`config.mk`:
```
export PLATFORM = sky130hd
export DESIGN_NAME = reg_transfer_sequencer
export DESIGN_NICKNAME = d
export VERILOG_FILES = /design/src/rtl/reg_transfer_sequencer.sv
export SDC_FILE = /design/constraint.sdc
export NUM_CORES = 1
export LEC_CHECK = 0
export CORE_UTILIZATION = 38
export DETAILED_ROUTE_END_ITERATION = 16
export PLACE_DENSITY = 0.69
export SETUP_SLACK_MARGIN = 0.1
export SYNTH_ARGS = -nofsm -noshare
export SYNTH_HDL_FRONTEND = slang
export SYNTH_SLANG_ARGS = --single-unit
```
`constraint.sdc`:
```
create_clock -name clk -period 2.72 [get_ports clk]
set_input_delay 0.408 -clock clk [delete_from_list [all_inputs] [get_ports clk]]
set_output_delay 0.408 -clock clk [all_outputs]
set_load 0.01 [all_outputs]
```
`src/rtl/reg_transfer_sequencer.sv`:
```
`default_nettype none
// reg_transfer_sequencer: sequences select/load strobes for register-transfer instructions.
// Revision: 1.0

module reg_transfer_sequencer #(
    parameter int SETUP_CYC = 2,
    parameter int LOAD_CYC  = 2,
    parameter int HOLD_CYC  = 1
) (
    input  logic       clk,
    input  logic       rst_n,
    input  logic       start,
    input  logic [7:0] instr,
    input  logic       abort,
    output logic       busy,
    output logic       done,
    output logic       illegal,
    output logic [7:0] data_sel,
    output logic [7:0] data_ld,
    output logic       imm_oe,
    output logic [7:0] imm_data,
    output logic       addr_sel_m,
    output logic       ld_xy
);

    localparam int MAX_CYC = (SETUP_CYC > LOAD_CYC) ?
                             ((SETUP_CYC > HOLD_CYC) ? SETUP_CYC : HOLD_CYC) :
                             ((LOAD_CYC  > HOLD_CYC) ? LOAD_CYC  : HOLD_CYC);
    localparam int CNT_W = $clog2(MAX_CYC) + 1;

    localparam logic [CNT_W-1:0] SETUP_LD = CNT_W'(SETUP_CYC);
    localparam logic [CNT_W-1:0] LOAD_LD  = CNT_W'(LOAD_CYC);
    localparam logic [CNT_W-1:0] HOLD_LD  = CNT_W'(HOLD_CYC);
    localparam logic [CNT_W-1:0] CNT_ONE  = CNT_W'(1);

    typedef enum logic [2:0] {
        S_IDLE  = 3'd0,
        S_SETUP = 3'd1,
        S_LOAD  = 3'd2,
        S_HOLD  = 3'd3,
        S_DONE  = 3'd4
    } state_t;

    typedef enum logic [1:0] {
        OP_MOV8  = 2'd0,
        OP_SETAB = 2'd1,
        OP_MOV16 = 2'd2,
        OP_NONE  = 2'd3
    } op_t;

    // OP_NONE covers both the same-register NOP and unsupported encodings.
    function automatic op_t decode_op(input logic [7:0] ins);
        op_t op;
        op = OP_NONE;
        if (ins[7:6] == 2'b00) begin
            if (ins[5:3] != ins[2:0]) op = OP_MOV8;
        end else if (ins[7:6] == 2'b01) begin
            op = OP_SETAB;
        end else if (ins == 8'h80) begin
            op = OP_MOV16;
        end
        return op;
    endfunction

    function automatic logic is_illegal(input logic [7:0] ins);
        return !((ins[7:6] == 2'b00) || (ins[7:6] == 2'b01) || (ins == 8'h80));
    endfunction

    state_t           state_q, state_d;
    logic [CNT_W-1:0] cnt_q, cnt_d;
    logic [7:0]       instr_q, instr_d;

    logic       busy_q, busy_d;
    logic       done_q, done_d;
    logic       illegal_q, illegal_d;
    logic [7:0] sel_q, sel_d;
    logic [7:0] ld_q, ld_d;
    logic       imm_oe_q, imm_oe_d;
    logic [7:0] imm_q, imm_d;
    logic       asm_q, asm_d;
    logic       lxy_q, lxy_d;

    op_t  op_d;
    logic src_on;
    logic ld_on;

    always_comb begin
        state_d = state_q;
        cnt_d   = cnt_q;
        instr_d = instr_q;
        unique case (state_q)
            S_IDLE: begin
                if (start) begin
                    instr_d = instr;
                    if (decode_op(instr) != OP_NONE) begin
                        state_d = S_SETUP;
                        cnt_d   = SETUP_LD;
                    end else begin
                        state_d = S_DONE;
                    end
                end
            end
            S_SETUP: begin
                if (abort) begin
                    state_d = S_IDLE;
                end else if (cnt_q == CNT_ONE) begin
                    state_d = S_LOAD;
                    cnt_d   = LOAD_LD;
                end else begin
                    cnt_d = cnt_q - CNT_ONE;
                end
            end
            S_LOAD: begin
                if (abort) begin
                    state_d = S_IDLE;
                end else if (cnt_q == CNT_ONE) begin
                    state_d = S_HOLD;
                    cnt_d   = HOLD_LD;
                end else begin
                    cnt_d = cnt_q - CNT_ONE;
                end
            end
            S_HOLD: begin
                if (abort) begin
                    state_d = S_IDLE;
                end else if (cnt_q == CNT_ONE) begin
                    state_d = S_DONE;
                end else begin
                    cnt_d = cnt_q - CNT_ONE;
                end
            end
            S_DONE:  state_d = S_IDLE;
            default: state_d = S_IDLE;
        endcase
    end

    // Outputs are decoded from the next state so they can be registered with no extra latency.
    always_comb begin
        op_d      = decode_op(instr_d);
        src_on    = (state_d == S_SETUP) || (state_d == S_LOAD) || (state_d == S_HOLD);
        ld_on     = (state_d == S_LOAD);
        busy_d    = (state_d != S_IDLE);
        done_d    = (state_d == S_DONE);
        illegal_d = (state_d == S_DONE) && is_illegal(instr_d);
        sel_d     = 8'h00;
        ld_d      = 8'h00;
        imm_oe_d  = 1'b0;
        imm_d     = 8'h00;
        asm_d     = 1'b0;
        lxy_d     = 1'b0;
        unique case (op_d)
            OP_MOV8: begin
                if (src_on) sel_d = 8'd1 << instr_d[2:0];
                if (ld_on)  ld_d  = 8'd1 << instr_d[5:3];
            end
            OP_SETAB: begin
                imm_oe_d = src_on;
                if (src_on) imm_d = {{3{instr_d[4]}}, instr_d[4:0]};
                if (ld_on)  ld_d  = instr_d[5] ? 8'h02 : 8'h01;
            end
            OP_MOV16: begin
                asm_d = src_on;
                lxy_d = ld_on;
            end
            default: ;
        endcase
    end

    always_ff @(posedge clk or negedge rst_n) begin
        if (!rst_n) begin
            state_q   <= S_IDLE;
            cnt_q     <= '0;
            instr_q   <= 8'h00;
            busy_q    <= 1'b0;
            done_q    <= 1'b0;
            illegal_q <= 1'b0;
            sel_q     <= 8'h00;
            ld_q      <= 8'h00;
            imm_oe_q  <= 1'b0;
            imm_q     <= 8'h00;
            asm_q     <= 1'b0;
            lxy_q     <= 1'b0;
        end else begin
            state_q   <= state_d;
            cnt_q     <= cnt_d;
            instr_q   <= instr_d;
            busy_q    <= busy_d;
            done_q    <= done_d;
            illegal_q <= illegal_d;
            sel_q     <= sel_d;
            ld_q      <= ld_d;
            imm_oe_q  <= imm_oe_d;
            imm_q     <= imm_d;
            asm_q     <= asm_d;
            lxy_q     <= lxy_d;
        end
    end

    assign busy       = busy_q;
    assign done       = done_q;
    assign illegal    = illegal_q;
    assign data_sel   = sel_q;
    assign data_ld    = ld_q;
    assign imm_oe     = imm_oe_q;
    assign imm_data   = imm_q;
    assign addr_sel_m = asm_q;
    assign ld_xy      = lxy_q;

endmodule

`default_nettype wire

```
# Yosys cells after proc, flatten, opt, wreduce, memory -nomap -nowiden
# Index checks and enable logic that the tools add are counted.
dict set report op_classes {
  add_sub_neg 1
  multipliers 0
  div_mod_pow 0
  order_cmp 0
  n_eq_ne 23
  n_shift 2
  muxes 41
  bitwise_logic 0
  n_reduce_logical 13
}
# operator n
set ops {}
lappend ops {{8-bit two-way mux} 7}
lappend ops {{2-bit two-way mux} 18}
lappend ops {{3-bit two-way mux} 8}
lappend ops {{8-bit equality test, second input constant} 2}
lappend ops {{8-bit one-hot mux with 2 select lines} 1}
lappend ops {{1-bit by 3-bit left shift with 8-bit output, first input constant} 2}
lappend ops {{2-bit != test, second input constant} 7}
lappend ops {{3-bit by 2-bit equality test with 1-bit output, second input constant} 4}
lappend ops {{3-bit one-hot mux with 4 select lines} 1}
lappend ops {{2-bit by 1-bit equality test with 1-bit output, second input constant} 4}
lappend ops {{2-bit one-hot mux with 4 select lines} 1}
lappend ops {{7-bit AND reduction} 1}
lappend ops {{3-bit by 1-bit equality test with 1-bit output, second input constant} 2}
lappend ops {{2-bit logical NOT} 3}
lappend ops {{3-bit != test} 2}
lappend ops {{1-bit two-way mux} 5}
lappend ops {{1-bit logical OR} 4}
lappend ops {{4-bit nonzero test} 1}
lappend ops {{3-bit equality test, second input constant} 1}
lappend ops {{3-bit logical NOT} 1}
lappend ops {{3-bit nonzero test} 1}
lappend ops {{2-bit equality test, second input constant} 1}
lappend ops {{2-bit by 1-bit subtractor with 2-bit output, second input constant} 1}
lappend ops {{1-bit logical AND} 1}
lappend ops {{1-bit logical NOT} 1}
dict set report word_totals {
  regBits 43
  latch_bits 0
  ramBits 0
  rom_bits 0
  in_bits 12
  word_cells 92
  memories 0
}

# Logic depth before layout (Yosys ltp)
# Gate-level depths: netlist (run 1).
dict set report depth {
  depth_word 15
  ltp_mapped 7
  mapped_depth_nobuf 6
}

# Least setup slack after synthesis (run 1)
# OpenSTA, ideal clock, no wires.
dict set report synth_timing {
  path_kind {register to register}
  start {register state_q[0]}
  end {register ld_q[1] (netlist: data_ld[1])}
  arrival_ps 1818
  required_ps 2638
  slack_ps 820
  path_stages_with_launch 7
  n_path_buf 2
  synth_period_minus_slack_ps 1900
  cell_sequence {dfrtp_1 -> or4b_1 -> buf_2 -> buf_2 -> nor4_1 -> nand4_1 -> a31oi_1}
}
dict set report synth_between {
  elab_chain_len 8
}
# element line
set synth_rtl {}
lappend synth_rtl {{start, declared} 69} ;# state_t state_q, state_d;
lappend synth_rtl {{start signal, assigned} 184} ;# state_q <= state_d;
lappend synth_rtl {{3-bit logical NOT} 91} ;# unique case (state_q)
lappend synth_rtl {{8-bit two-way mux} 91}
lappend synth_rtl {{8-bit equality test} 59} ;# end else if (ins == 8'h80) begin
lappend synth_rtl {{1-bit two-way mux} 59}
lappend synth_rtl {{2-bit two-way mux} 57} ;# end else if (ins[7:6] == 2'b01) begin
lappend synth_rtl {{2-bit two-way mux} 55} ;# if (ins[7:6] == 2'b00) begin
lappend synth_rtl {{2-bit by 1-bit equality test with 1-bit output or 2-bit logical NOT (tied branches)} 151} ;# unique case (op_d)
lappend synth_rtl {{8-bit one-hot mux with 2 select lines *} 151}
lappend synth_rtl {{named net ld_d[1]} 77} ;# logic [7:0] ld_q, ld_d;
lappend synth_rtl {{end signal, assigned} 191} ;# ld_q <= ld_d;
lappend synth_rtl {{end, declared} 77}
# The timed path passes the listed nets; every way through them passes the cells marked *.
# A chain may end at the register's enable or synchronous reset.

# Final worst setup path (run 1)
dict set report layout_timing {
  start {register state_q[0]}
  end {register sel_q[3] (netlist: data_sel[3])}
}
dict set report layout_between {
  elab_chain_len 8
}
# element line
set layout_rtl {}
lappend layout_rtl {{3-bit logical NOT *} 91}
lappend layout_rtl {{8-bit two-way mux *} 91}
lappend layout_rtl {{named net instr_d[0]} 71} ;# logic [7:0] instr_q, instr_d;
lappend layout_rtl {{8-bit equality test} 59}
lappend layout_rtl {{1-bit two-way mux} 59}
lappend layout_rtl {{2-bit two-way mux} 57}
lappend layout_rtl {{2-bit two-way mux} 55}
lappend layout_rtl {{2-bit logical NOT} 151}
lappend layout_rtl {{8-bit two-way mux *} 151}
lappend layout_rtl {{named net sel_d[3]} 76} ;# logic [7:0] sel_q, sel_d;
lappend layout_rtl {{end signal, assigned} 190} ;# sel_q <= sel_d;
lappend layout_rtl {{end, declared} 76}
# Marked as above.

==> run summary, run 1 <==
Max Freq: 434 MHz
Final Wtd Congestion: 0.917
# port buffers: 41
Minimum clock period: 2.30 ns
Syn-to-layout area delta: 33.3%
Top cell type's share of synthesized area: 51.0%
Post-CTS Resized: 0
Crit. End Element: register
Post-DP Area: 2490 um^2
First-pass GRT wire length: 7.27 mm
Critical path arrival: 2.47 ns
# diodes: 0
Most frequent cells in the layout: dfrtp_1, clkdlybuf4s50_1, nor4_1, nand2_1, nor2_1
Overall Global Routing Usage: 18.0%
CP startpoint kind: register
CTS Buffer Depth: 2
Clock Latency Late Sink: 0.30 ns
Detail Placement HPWL: 3.31 mm
LEAKAGE: 1.14 nW
Largest net degree at the start of global routing: 41
Layout Nets: 253
Clk slew on worst S/H paths: 0.08 ns
Starting Density: 40.5%
CP max-delay cell: or4b_1
Initial antenna violation count: 0
DR pass1 iterations: 4
Gate Count Post-Synth: 188
Post-Syn Nets: 203
Standard-cell rows: 25
Hold crit path type: in2async
Flop pwr share: 43.4%
GRT overflow: 0
Setup violations, final: 0
CTS buffer count: 5
Worst Path Required: 2.89 ns
Async set or reset register ratio after synthesis: 100%
Root Buffer: clkbuf_8
CTS Hold Bufs: 0
Critical Path Fanout Max: 12
Final TNS setup: 0 ns
Hold_ws: 0.214 ns
Final-report hold violation count: 0
Yosys top cell by area: dfrtp_1
Final Cell Area: 2620 um^2
Worst slew margin: 43.2%
Distinct cells, synth: 41
Ys Warns: 0
VDD IR max: 0.326 mV
ANT nets after route: 0
Vias in the first global route: 1,586
Synth Cell Area: 1960 um^2
Unrepaired setup endpoints after global routing: false
Avg Inst Size Synth: 10.4 um^2
Fillers: 449
Number of flops mapped to enable cells by yosys: 0
Slowest cell delay on critical path: 0.79 ns
Pwr Density: 626 nW/um^2
Skew final: 0.00522 ns
Outcome: complete, no violations
Top cells by area, synth: dfrtp_1, nor4_1, mux2_2
Total number of vias: 1,667
CTS sink cnt: 40
Seq cells post-synth: 40
Drt wl/cell: 14.6 um
Die X: 73.9 um
Setup Buffers After CTS: 0
CTS tree: built
Die area: 5460 um^2
DRC viols: 0
Switching part of the total: 30.1%
Fin. max-slew vios: 0
Switch Pwr: 0.000492 W
Core box area: 4850 um^2
Final period util: 84.6%
Detailed Route Iter0 Violations: 121
R2R cell count: 4
Clk network pwr share: 32.3%
Vias per cell: 5.45
Synth Flop Type: dfrtp_1
Crit path cell chain: or4b_1 > mux2_2 > inv_1 > nor4_1
Slew @ Worst Pin: 0.851 ns
I/O pins: 42
Share of layout cells above drive strength 1: 13.8%
CP Class: reg2reg
Htree depth: 2
Routed WL: 4.46 mm
Max cap viols: 0
Sequential area share after synthesis: 51.0%
P_int: 0.00115 W
DIE HEIGHT: 73.9 um
Comb power frac: 24.3%
[power by group through the flow]
stage | logic, W | clock network (W) | registers (W)
2_1_floorplan | 0.000257 | 0 | 0.000707
3_3_place_gp | 0.000392 | 0 | 0.000720
3_5_place_dp | 0.000397 | 0 | 0.000721
4_1_cts | 0.000398 | 0.000538 | 0.000710
5_1_grt | 0.000441 | 0.000562 | 0.000721
6_report | 0.000398 | 0.000530 | 0.000711
[synth_stat cells, types with 2 or more instances]
cell type and n:
dfrtp_1 40, nor4_1 16, nand2_1 14, nor2_1 13, inv_1 9, nor3_1 7
nand3_1 6, xnor2_1 6, a21oi_1 5, mux2_2 5, mux2i_1 5, nand4_1 5
a22oi_1 4, a31oi_1 4, and3_1 4, clkbuf_1 4, o21ai_0 4, buf_4 3
ha_1 3, nand2b_1 3, nor3b_1 3, a21o_1 2, buf_2 2, nand3b_1 2
o211a_1 2, or2_2 2
[cell families after synthesis]
kind of cell,share of synthesized area [%]
AND/OR/NAND/NOR,22.8
flip-flops,51.0
AO/OA/AOI/OAI,10.8
buffers and inverters,4.72
multiplexers,6.12
XOR/XNOR,2.68
adder cells (fa/ha/maj),1.91
[cell type report]
cell class,count,area (um^2),area share [%]
timing repair buffer,53,495,18.9
inverter,9,33.8,1.29
tap,67,83.8,3.20
multi-input combinational,129,876,33.5
sequential,40,1000,38.3
clock buffer,7,96.3,3.68
clock inverter,1,30.0,1.15
[registers in the layout (all words and copies together), names as in the netlist, 2 cells and up]
signal,flops
imm_data,5
data_ld,8
data_sel,8
cnt_q,2
state_q,3
instr_q,8
[worst max-delay path: cells and delay by family (launching register included)]
family / cells / cell delay [ns]
and+or+nand+nor: 2 / 1.16
buffers and inverters: 1 / 0.10
DFF: 1 / 0.51
muxes: 1 / 0.40
[per-layer routing]
metal / GRT usage [%] / wire [um] / vias to the layer above / share of wire, %
met3: 4.39 / 306 / 11 / 6.9
li1: - / - / 783 / -
met1: 23.9 / 1990 / 803 / 45
met4: 6.41 / 77 / 0 / 1.7
met2: 28.7 / 2090 / 70 / 47
met5: 0 / 0 / - / 0
[worst paths after layout]
kind,to,slack (ns),startpoint
setup / recovery,data_sel[3],0.42,state_q[0]
hold / removal,ld_xy,0.21,rst_n
setup reg to reg,data_sel[3],0.42,state_q[0]
hold reg to reg,cnt_q[1],0.58,cnt_q[1]
max in group asynchronous,instr_q[4],1.96,rst_n
min in group clk,cnt_q[1],0.58,cnt_q[1]
[through the flow]
stage | setup slack, ns | util (%) | cells | power, W
6_report | 0.418 | 54.0 | 306 | 0.00164
5_1_grt | 0.286 | 54.0 | 306 | 0.00172
4_1_cts | 0.452 | 54.0 | 306 | 0.00165
3_5_place_dp | 0.158 | 51.4 | 298 | 0.00112
3_3_place_gp | 0.213 | 51.4 | 298 | 0.00111
2_1_floorplan | 0.820 | - | 188 | 0.000964
Power figures use the tool's default switching activity.
==> run 2, diff against run 1 <==
Clock period 2.72 ns to 2.2 ns, I/O delays scaled along.
==> run 2 against run 1 <==
  * Via count up 2.1%
  * Highest routed layer unchanged
  * Total power up 24%
  * Worst setup slack worse by 0.29 ns
  * Clock-buffer cell count down 1
  * Sequential power up 23%
  * Die area unchanged
  * First-iteration DRC count down 37%
  * Cell count up 7.8%
  * Combinational power up 44%
  * Wire length up 8.2%
==> run summary, run 2 (synthesis gave the netlist of run 1 again) <==
Fin. max-slew vios: 0 (unchanged)
I/O pins: 42 (unchanged)
Root Buffer: clkbuf_8
Worst slew margin: 62.2% (+19 points)
# port buffers: 41 (unchanged)
DRC viols: 0 (unchanged)
Vias per cell: 5.16 (-5.3%)
Worst Path Required: 2.37 ns (-0.52 ns)
R2r endpoint: data_sel[7]
Critical path arrival: 2.24 ns (-0.23 ns)
Hold crit path type: in2async
Drt wl/cell: 14.6 um (+0.33%)
Reg2reg start: state_q[1]
CTS buffer count: 5 (unchanged)
Largest net degree at the start of global routing: 22 (-46%)
CP startpoint kind: input port
Final period util: 94.1%
Placed cells: 321 (+7.7%)
Die X: 73.9 um (unchanged)
Htree depth: 2 (unchanged)
CTS Buffer Depth: 2 (unchanged)
Vias in the first global route: 1,635 (+3.1%)
Setup violations, final: 0 (unchanged)
ANT nets after route: 0 (unchanged)
Routed WL: 4.83 mm (+8.2%)
DR pass1 iterations: 4 (unchanged)
Detail Placement HPWL: 3.70 mm (+12%)
Initial antenna violation count: 0 (unchanged)
Critical Path Fanout Max: 4 (-8)
Final Core Density: 58.0% (+4.0 points)
Max cap viols: 0 (unchanged)
Syn-to-layout area delta: 43.2%
Pwr Density: 722 nW/um^2 (+15%)
Clock Latency Late Sink: 0.29 ns (about the same)
CP Class: in2reg
Starting Density: 40.5% (unchanged)
Detailed Route Iter0 Violations: 76 (-37%)
Total number of vias: 1,702 (+2.1%)
Hold_ws: 0.500 ns (+0.286 ns)
Share of layout cells above drive strength 1: 22.1% (+8.2 points)
P_int: 0.00141 W (+23%)
Crit. End Element: register
Comb power frac: 28.3% (+4.0 points)
Outcome: complete, no violations
Pre-CTS setup slack: -0.149 ns (-0.306 ns)
Unrepaired setup endpoints after global routing: true
FF-to-FF setup slack: 0.23 ns (-0.19 ns)
LEAKAGE: 1.25 nW (+9.8%)
Core box area: 4850 um^2 (unchanged)
Max Freq: 483 MHz
Minimum clock period: 2.07 ns
Fillers: 428 (-4.7%)
# diodes: 0 (unchanged)
Layout Nets: 277 (+9.5%)
Final worst setup slack: 0.129 ns (-0.288 ns)
Standard-cell rows: 25 (unchanged)
Skew final: 0.00324 ns (-0.00199 ns)
Die area: 5460 um^2 (unchanged)
Switch Pwr: 0.000623 W (+27%)
Flop pwr share: 43.1% (-0.3 points)
VDD IR max: 0.274 mV (-16%)
Setup Buffers After CTS: 0 (unchanged)
Overall Global Routing Usage: 19.7% (+1.7 points)
Final-report hold violation count: 0 (unchanged)
Switching part of the total: 30.7% (+0.64 points)
Clk slew on worst S/H paths: 0.07 ns (about the same)
Most frequent cells in the layout: dfrtp_1, clkdlybuf4s50_1, buf_4, nor4_1, nand2_1
DIE HEIGHT: 73.9 um (unchanged)
R2R cell count: 4 (unchanged)
GRT overflow: 0 (unchanged)
CTS sink cnt: 40 (unchanged)
CTS tree: built
Final Wtd Congestion: 0.863 (-5.9%)
Non-Filler Instances: 330 (+7.8%)
First-pass GRT wire length: 7.98 mm (+9.8%)
Clk network pwr share: 28.5% (-3.8 points)
Slew @ Worst Pin: 0.551 ns (-0.300 ns)
-- run 2: changes by cell type in the layout (fill, tap and decap cells not counted), sizes merged --
| cell | change |
|---|---|
| buf | +23 |
| clkbuf | -1 |
| clkinv | +1 |
| dlygate4sd3 | +1 |
-- run 2: worst max-delay path, stage by stage --
cell	delay, ns
clkdlybuf4s50_1	0.45
or4_4	0.56
o41ai_4	0.31
buf_4	0.19
a21oi_1	0.14
nor4_1	0.26
-- run 2: worst max-delay path by stage --
stage	startpoint	end	slack, ns	depth (start not counted)
after floorplan	state_q[0]	data_ld[1]	0.30	6
after global placement	instr[3]	cnt_q[0]	-0.1	5
after detailed placement	instr[3]	cnt_q[0]	-0.15	5
after CTS	instr[3]	cnt_q[0]	0.12	6
after global routing	instr[3]	done	0.09	6
final	instr[3]	data_sel[7]	0.13	6
-- run 2: area by class of cell --
cell class                 count  area [um^2]  area share [%]
sequential                    40         1000            35.6
multi-input combinational    129          907            32.3
tap                           67         83.8            2.98
clock inverter                 2         35.0            1.25
clock buffer                   6         72.6            2.58
timing repair buffer          77          678            24.1
inverter                       9         33.8            1.20
-- run 2: what timing repair did --
action,in CTS,in global routing
hold buffers,1,0
gates resized for setup,0,5
endpoints found under the hold margin,19,0
setup endpoints to repair,0,12
-- run 2: metrics by stage --
step	power, W	TNS [ns]	instance area, um^2
2_1_floorplan	0.00119	0	1960
6_report	0.00203	0	2810
3_3_place_gp	0.00143	-1.32	2660
5_1_grt	0.00214	0	2810
4_1_cts	0.00202	0	2780
3_5_place_dp	0.00144	-2.06	2660
-- run 2: layer usage --
metal  wire, um  up-vias  track usage (%)
li1           -      829                -
met4         73        0             5.13
met3        220        8             4.12
met1       2290      817             27.8
met5          0        -                0
met2       2240       48             30.8
-- run 2: power by group through the flow --
stage | sequential [W] | combinational (W) | clock (W)
2_1_floorplan | 0.000874 | 0.000317 | 0
3_5_place_dp | 0.000886 | 0.000555 | 0
5_1_grt | 0.000885 | 0.000640 | 0.000618
4_1_cts | 0.000872 | 0.000559 | 0.000589
6_report | 0.000875 | 0.000575 | 0.000580
3_3_place_gp | 0.000884 | 0.000549 | 0
==> run 3, diff against run 2 <==
Settings changed: CTS_CLUSTER_SIZE set to 20.
==> results of run 3 <==
No change in the layout: final DEF, timing and power equal those of run 2.
